===== config.mk =====
export PLATFORM = sky130hd
export DESIGN_NAME = muldiv_unit
export DESIGN_NICKNAME = d
export VERILOG_FILES = /design/src/rtl/muldiv_unit.sv
export SDC_FILE = /design/constraint.sdc
export NUM_CORES = 1
export LEC_CHECK = 0
export CAP_MARGIN = 20
export CORE_UTILIZATION = 40
export DETAILED_ROUTE_END_ITERATION = 8
export PLACE_DENSITY = 0.69
export SYNTH_ARGS = -nofsm -noshare
export SYNTH_HDL_FRONTEND = slang
export SYNTH_SLANG_ARGS = --single-unit

===== constraint.sdc =====
create_clock -name clk -period 3.05 [get_ports clk]
set_input_delay 0.7625 -clock clk [delete_from_list [all_inputs] [get_ports clk]]
set_output_delay 0.7625 -clock clk [all_outputs]
set_load 0.02 [all_outputs]

===== src/rtl/muldiv_unit.sv =====
// Multi-cycle unsigned multiply/divide unit owning the architectural HI/LO
// registers. MULTU uses a shift-add product register, DIVU a restoring
// divider; both take WIDTH iterations. MFHI/MFLO read HI/LO combinationally.

package global_types;
    typedef enum logic [3:0] {
        ADDac, SUBac, ANDac, ORac, XORac, SLTac, SLLac, SRLac,
        MULTUac, DIVUac, MFHIac, MFLOac
    } alu_ctrl_t;
endpackage

module muldiv_unit
    import global_types::*;
#(
    parameter int WIDTH = 32
) (
    input  logic             clk,
    input  logic             rst_n,
    input  logic             en,
    input  alu_ctrl_t        alu_ctrl,
    input  logic [WIDTH-1:0] a,
    input  logic [WIDTH-1:0] b,
    output logic             stall,
    output logic             busy,
    output logic             done,
    output logic             div_by_zero,
    output logic [WIDTH-1:0] hi,
    output logic [WIDTH-1:0] lo,
    output logic [WIDTH-1:0] mf_out
);

    typedef enum logic [1:0] {IDLE, MUL, DIV} state_t;

    state_t           state_q, state_d;
    logic [WIDTH-1:0] count_q, count_d;
    // acc: upper product half (MUL) or partial remainder (DIV)
    logic [WIDTH-1:0] acc_q, acc_d;
    // work: lower product half / multiplier (MUL) or dividend shifting into quotient (DIV)
    logic [WIDTH-1:0] work_q, work_d;
    // opnd: multiplicand (MUL) or divisor (DIV)
    logic [WIDTH-1:0] opnd_q, opnd_d;
    logic [WIDTH-1:0] hi_q, hi_d;
    logic [WIDTH-1:0] lo_q, lo_d;
    logic             done_q, done_d;
    logic             dbz_q, dbz_d;

    logic             md_op;
    logic             last_iter;
    logic [WIDTH:0]   mul_sum;
    logic [WIDTH:0]   div_shift;
    logic [WIDTH:0]   div_diff;

    // Per-iteration datapath: one add-and-shift step and one trial subtraction
    always_comb begin
        mul_sum   = {1'b0, acc_q} + (work_q[0] ? {1'b0, opnd_q} : '0);
        div_shift = {acc_q, work_q[WIDTH-1]};
        div_diff  = div_shift - {1'b0, opnd_q};
        last_iter = (count_q == WIDTH'(WIDTH - 1));
        md_op     = (alu_ctrl == MULTUac) || (alu_ctrl == DIVUac) ||
                    (alu_ctrl == MFHIac)  || (alu_ctrl == MFLOac);
    end

    // Next-state and datapath update for the IDLE/MUL/DIV controller
    always_comb begin
        state_d = state_q;
        count_d = count_q;
        acc_d   = acc_q;
        work_d  = work_q;
        opnd_d  = opnd_q;
        hi_d    = hi_q;
        lo_d    = lo_q;
        dbz_d   = dbz_q;
        done_d  = 1'b0;
        case (state_q)
            IDLE: begin
                if (en && (alu_ctrl == MULTUac || alu_ctrl == DIVUac)) begin
                    dbz_d   = 1'b0;
                    count_d = '0;
                    acc_d   = '0;
                    if (alu_ctrl == MULTUac) begin
                        state_d = MUL;
                        work_d  = b;
                        opnd_d  = a;
                    end else if (b == '0) begin
                        // Divide by zero resolves immediately without iterating
                        hi_d   = a;
                        lo_d   = '1;
                        dbz_d  = 1'b1;
                        done_d = 1'b1;
                    end else begin
                        state_d = DIV;
                        work_d  = a;
                        opnd_d  = b;
                    end
                end
            end
            MUL: begin
                acc_d   = mul_sum[WIDTH:1];
                work_d  = {mul_sum[0], work_q[WIDTH-1:1]};
                count_d = count_q + 1'b1;
                if (last_iter) begin
                    hi_d    = acc_d;
                    lo_d    = work_d;
                    done_d  = 1'b1;
                    count_d = '0;
                    state_d = IDLE;
                end
            end
            DIV: begin
                // Non-negative trial difference means the quotient bit is 1
                if (!div_diff[WIDTH]) begin
                    acc_d  = div_diff[WIDTH-1:0];
                    work_d = {work_q[WIDTH-2:0], 1'b1};
                end else begin
                    acc_d  = div_shift[WIDTH-1:0];
                    work_d = {work_q[WIDTH-2:0], 1'b0};
                end
                count_d = count_q + 1'b1;
                if (last_iter) begin
                    hi_d    = acc_d;
                    lo_d    = work_d;
                    done_d  = 1'b1;
                    count_d = '0;
                    state_d = IDLE;
                end
            end
            default: state_d = IDLE;
        endcase
    end

    // State and register update; reset aborts any operation in flight
    always_ff @(posedge clk or negedge rst_n) begin
        if (!rst_n) begin
            state_q <= IDLE;
            count_q <= '0;
            acc_q   <= '0;
            work_q  <= '0;
            opnd_q  <= '0;
            hi_q    <= '0;
            lo_q    <= '0;
            done_q  <= 1'b0;
            dbz_q   <= 1'b0;
        end else begin
            state_q <= state_d;
            count_q <= count_d;
            acc_q   <= acc_d;
            work_q  <= work_d;
            opnd_q  <= opnd_d;
            hi_q    <= hi_d;
            lo_q    <= lo_d;
            done_q  <= done_d;
            dbz_q   <= dbz_d;
        end
    end

    // Outputs: status flags, stall request and move-from result
    always_comb begin
        busy        = (state_q != IDLE);
        stall       = busy & en & md_op;
        done        = done_q;
        div_by_zero = dbz_q;
        hi          = hi_q;
        lo          = lo_q;
        mf_out      = '0;
        if (alu_ctrl == MFHIac)      mf_out = hi_q;
        else if (alu_ctrl == MFLOac) mf_out = lo_q;
    end

endmodule


# Word level (Yosys, flattened, before mapping)
# Cells that the tools add are included.
# op_classes
n_eq_ne,15
mux,37
n_reduce_logical,17
bitwise_logic,2
addsub,3
# ops
op,count
$mux 32,21
$pmux 32 s3,4
$pmux 32 s2,1
$add 32x32->33,1
$sub 33x32->33,1
$add 32x1->32 const B,1
$eq 32x5->1 const B,1
$logic_not 32->1,1
$eq 4x4->1 const B,4
$ne 2x2->1 const B,6
$reduce_and 3->1,3
$mux 2,4
$reduce_and 2->1,3
$reduce_and 6->1,1
$mux 1,5
$pmux 2 s2,1
$reduce_bool 2->1,2
$logic_or 1x1->1,3
$ne 3x3->1 const B,1
$reduce_bool 3->1,1
$and 1x1->1,2
$eq 2x1->1 const B,1
$eq 2x2->1 const B,1
$logic_not 2->1,1
4 further kinds,4
# word_totals
input_bits,71
reg_bits,196

# Longest topological paths before layout
# depth
ltp_word,5
ltp_mapped,15

# Worst setup path after synthesis
# No wires, ideal clock.
# synth_timing
path_type,register -> register
startpoint,reg work_q[0]
endpoint,"reg hi_q[22], in the netlist hi[22]"
path_stages_with_launch,13
setup_slack_ps,-135
n_path_buf,1
setup_time_ps,126
arrival_time_ps,3059
period_less_slack_ps,3185
t_required_ps,2924
path_cell_list,dfrtp_1 clkbuf_1 and2_1 ha_1 a2111oi_0 o21ai_0 a21oi_1 o211ai_1 a21oi_1 xnor2_1 and2_0 a221o_1 a221o_1
# synth_via
elab_chain_cells,4
# synth_rtl
item,line_no,rtl
from (decl),39,"logic [WIDTH-1:0] work_q, work_d;"
from (signal assigned),147,work_q <= work_d;
$mux 32,55,"mul_sum = {1'b0, acc_q} + (work_q[0] ? {1'b0, opnd_q} : '0);"
$add 32x32->33,55,
$mux 32,101,if (last_iter) begin
$pmux 32 s3,74,case (state_q)
to (signal assigned),149,hi_q <= hi_d;
to (decl),42,"logic [WIDTH-1:0] hi_q, hi_d;"
# No other way between the ends. The select of a mux whose other input is x is not followed.
# A chain may end at the register's enable or synchronous reset.

# Worst setup path after layout
# layout_timing
startpoint,reg opnd_q[0]
endpoint,reg acc_q[11]
# layout_via
elab_chain_cells,3
elab_cells_between_ends,5
# layout_rtl
item,line_no,rtl
from (decl),41,"logic [WIDTH-1:0] opnd_q, opnd_d;"
from (signal assigned),148,opnd_q <= opnd_d;
$sub 33x32->33 or $mux 32 (tied branches),"57, 55",
$mux 32 or $add 32x32->33 (tied branches),"111, 55",
$pmux 32 s3 *,74,
to (signal assigned),136,acc_q <= '0;
to (signal assigned),146,acc_q <= acc_d;
to (decl),37,"logic [WIDTH-1:0] acc_q, acc_d;"
# Every way passes the cells marked *; elsewhere a longest branch is shown, timed or not.

==> results.rst <==
.. list-table::
   :header-rows: 1

   * - Metric
     - Value
   * - Sinks on Clock Net
     - about 200
   * - Routed len/inst
     - ~23 um
   * - Starting utilization of the core area
     - about two fifths
   * - Crit-path max FO
     - 3
   * - Clock input transition at the sequential cells of the worst setup and hold paths
     - 90 ps
   * - Number of cells produced by synthesis
     - between 1500 and 2000
   * - Library cell occupying the most area in the post-synthesis netlist
     - dfrtp_1
   * - Worst slack after detailed placement
     - -591 ps
   * - Leak
     - 0.00937 uW
   * - Slew of the pin with the lowest slew margin
     - 959 ps
   * - Commonest register cell after synthesis
     - dfrtp_1
   * - Arrival time of the worst setup path
     - between 4000 and 5000 ps
   * - Worst Hold Class
     - in -> async
   * - Mean number of vias per cell
     - approximately 6
   * - Fraction of final layout cells sized beyond drive strength 1
     - just under 30%
   * - Vias in the first global route
     - between 15000 and 20000
   * - Fill cell total of the finished layout
     - approximately 2900
   * - Core area
     - around 0.035 sq mm
   * - Netlist area before placement
     - around 0.014 sq mm
   * - Number of synthesized flops with an enable pin
     - 0
   * - Mean instance size in the synthesized netlist
     - approximately 8.2 sq um
   * - Largest family of logic cells by synthesized area
     - compound AO/OA/AOI/OAI gates
   * - Final wirelength
     - just over 60000 um
   * - RePlAce Congestion
     - about 1.0
   * - Buffer type at the clock tree root
     - clkbuf_16
   * - Min Tclk post-route
     - 3660 ps
   * - DRC violations left
     - 0
   * - Post-route non-filler standard cell count
     - about 2700
   * - Worst slew margin
     - ~36%
   * - Total setup violations reported at the end of the flow
     - between 60 and 70
   * - Type of element capturing the critical path
     - flip-flop
   * - Standard-cell rows
     - slightly below 70
   * - Number of antenna violations at the first check in global routing
     - 1
   * - Final hold viol count
     - 0
   * - Grt total ovfl
     - 0
   * - Maximum VDD drop
     - ~0.00064 V
   * - Area used by multi-input combinational logic
     - 0.00998 sq mm
   * - Final WS setup
     - -608 ps
   * - Die X-Extent
     - around 190 um
   * - Cts bufs inserted
     - 17
   * - Failing checks
     - setup timing
   * - Iteration-0 DRC Markers
     - approximately 1600
   * - CP startpoint kind
     - flip-flop
   * - Multiplexer fraction of the synthesized cell area
     - 4.75%
   * - Synth unique cells
     - 79
   * - XOR/XNOR share of the synthesized area
     - 4.29%
   * - Die area
     - 0.0365 sq mm
   * - Post-synthesis simple-gate area fraction
     - between 15 and 20%
   * - Top cells by area in the synthesized netlist
     - dfrtp_1 34%, ha_1 6.0%, o21ai_0 6.0%
   * - Post-synth top area share
     - between 30% and 40%
   * - Sequential fraction of the synthesis area
     - roughly a third
   * - Pin count of the biggest net entering global routing
     - 70
   * - Status
     - finished with violations
   * - Worst hold margin
     - ~250 ps
   * - Data required, critical path
     - about 3400 ps
   * - Count of antenna-violating nets left after detailed routing
     - 0
   * - Yosys warning total
     - 0
   * - Adder-cell share of the synthesized area
     - under 10%
   * - Power density normalized to cell area
     - around 940 mW/mm^2
   * - Port buffer count
     - between 150 and 200
   * - I/O pin count
     - between 150 and 200
   * - #FFs+latches synth
     - ~200
   * - Number of nets produced by synthesis
     - around 1900
   * - Worst setup skew after layout
     - between 15 and 20 ps
   * - Net count of the finished layout
     - 2332
   * - Timing-limited maximum frequency
     - around 0.27 GHz
   * - 1st-pass router iterations
     - 6
   * - Area added between synthesis and finish
     - 47.1%
   * - Die Height
     - around 190 um
   * - Post-Place Cells
     - approximately 2600
   * - Synth async-reset ratio
     - 100%
   * - Total power consumption of the routed design
     - 19800 uW
   * - Post-route fraction of the period consumed by the critical path
     - 120%
   * - Number of buffers on the longest clock path
     - 2
   * - Final-report max-slew violation count
     - 0
   * - Final HPWL from detailed placement
     - 43600 um
   * - MaxCap Viol Count
     - 0
   * - DR vias
     - 16418
   * - Unrepaired setup endpoints after global routing
     - true
   * - Worst Setup Path Type
     - reg -> reg
   * - Instance area at placement
     - 0.0190 sq mm
   * - Area taken by flip-flops and latches
     - 0.00491 sq mm
   * - Finished Cell Area
     - roughly 0.021 sq mm
   * - Clk Latency, worst-skew pair
     - 480 ps
   * - Compound-cell area share of the yosys netlist
     - between 20% and 30%
   * - Global-route wire length before repair
     - a little over 90000 um
   * - CTS tree
     - built
   * - Number of levels the H-tree was split into
     - 4
   * - Total global-route track usage
     - about a third
## final timing paths
path,from,end,slack [ps],cells past startpoint
setup / recovery,opnd_q[0]$_DFFE_PN0P_,acc_q[11]$_DFFE_PN0P_,-610,18
max in group asynchronous,rst_n,work_q[0]$_DFFE_PN0P_,1950,2
hold / removal,rst_n,lo[9]$_DFFE_PN0P_,250,1
min in group clk,div_by_zero$_DFFE_PN0P_,div_by_zero$_DFFE_PN0P_,480,2
hold reg to reg,div_by_zero$_DFFE_PN0P_,div_by_zero$_DFFE_PN0P_,480,2
setup reg to reg,opnd_q[0]$_DFFE_PN0P_,acc_q[11]$_DFFE_PN0P_,-610,18
## cell usage after synthesis, types with 4 or more instances
cell and number:
a2111o_1 4, a2111oi_0 4, a211oi_1 12, a21o_1 27
a21oi_1 156, a221o_1 33, a221oi_1 6, a22o_1 34
a31oi_1 41, a32oi_1 17, a41oi_1 4, and2_1 39
and3_1 16, buf_1 6, buf_2 10, clkbuf_1 100
dfrtp_1 196, ha_1 69, inv_1 47, mux2_2 31
mux2i_1 33, nand2_1 225, nand2b_1 9, nand3_1 41
nand4_1 22, nor2_1 113, nor2b_1 8, nor3_1 22
nor3b_1 4, nor4_1 35, o211ai_1 14, o21a_1 6
o21ai_0 170, o21bai_1 6, o221ai_1 4, o31ai_1 9
or3_1 35, xnor2_1 30, xor2_1 40
## metrics by stage
stage / utilization [%] / setup TNS [ps]
floorplan: - / -98.7
global placement: 54.4 / -69810
detailed placement: 54.4 / -66490
CTS: 57.7 / -20490
global route: 60.3 / -31190
finish: 60.3 / -25750
## power breakdown
part | internal, uW | total, uW | switching [uW] | leakage [uW]
Combinational | 5460 | 12900 | 7400 | 0.00663
Clock | 1070 | 2240 | 1170 | 0.000259
Sequential | 3580 | 4740 | 1160 | 0.00248
Total | 10100 | 19800 | 9730 | 0.00937
## sequential cells by signal, summed over array words and instances, names as in the netlist
register / count
acc_q: 32
count_q: 32
div_by_zero: 1
done: 1
hi: 32
lo: 32
opnd_q: 32
state_q: 2
work_q: 32
## layer usage
layer,GRT usage [%],up-vias,part of all wire [%]
li1,-,7297,-
met1,45.1,7907,42
met2,49.6,1029,43
met3,8.52,185,11
met4,12.6,0,4.2
met5,0,-,0
## placed cells by master, fill, tap and decap left out, types with 32 or more instances in the layout
cell type,n
ha_1,53
buf_4,341
nand3_1,39
xor2_1,40
mux2i_1,32
nor2_1,109
and2_1,36
nand2_1,223
clkdlybuf4s50_1,135
a21oi_1,137
dfrtp_1,195
or3_1,35
inv_1,46
a22o_1,34
buf_2,32
o21ai_0,129
a221o_1,33
## repair_timing
item / CTS / global route
setup buffers: 23 / 18
resized for setup: 238 / 153
pin swaps: 43 / 85
cloned: 3 / 3
hold buffers: 0 / 0
endpoints found under the setup margin: 99 / 89
## cell type report
type | count | share of cell area [%]
flip-flops and latches | 196 | 23.3
repair buffers | 555 | 23.0
multi-input cells | 1372 | 47.5
clock buffers | 19 | 2.06
clock inverters | 13 | 0.547
diodes | 1 | 0.0119
inverters | 48 | 0.857
well taps | 455 | 2.71
## kinds of logic after synthesis
kind of cell    after synthesis
buf+inv                     168
flops                       196
fa+ha+maj                    71
compound gates              580
simple gates                587
xor+xnor                     70
mux                          64
## critical path, cell delays in order, from the launching register on
cell and delay [ps]:
dfrtp_1 400, buf_4 140, and2_4 160, ha_4 170, fa_2 430, a211oi_4 270
o21ai_2 130, buf_4 160, buf_4 120, buf_4 130, buf_4 130, buf_4 120
a211o_1 280, a21oi_2 160, xnor2_1 90, nand2_1 230, nor2_1 110, a21oi_1 200
o21ai_2 80
No activity file was read; power rests on OpenSTA's default activity.
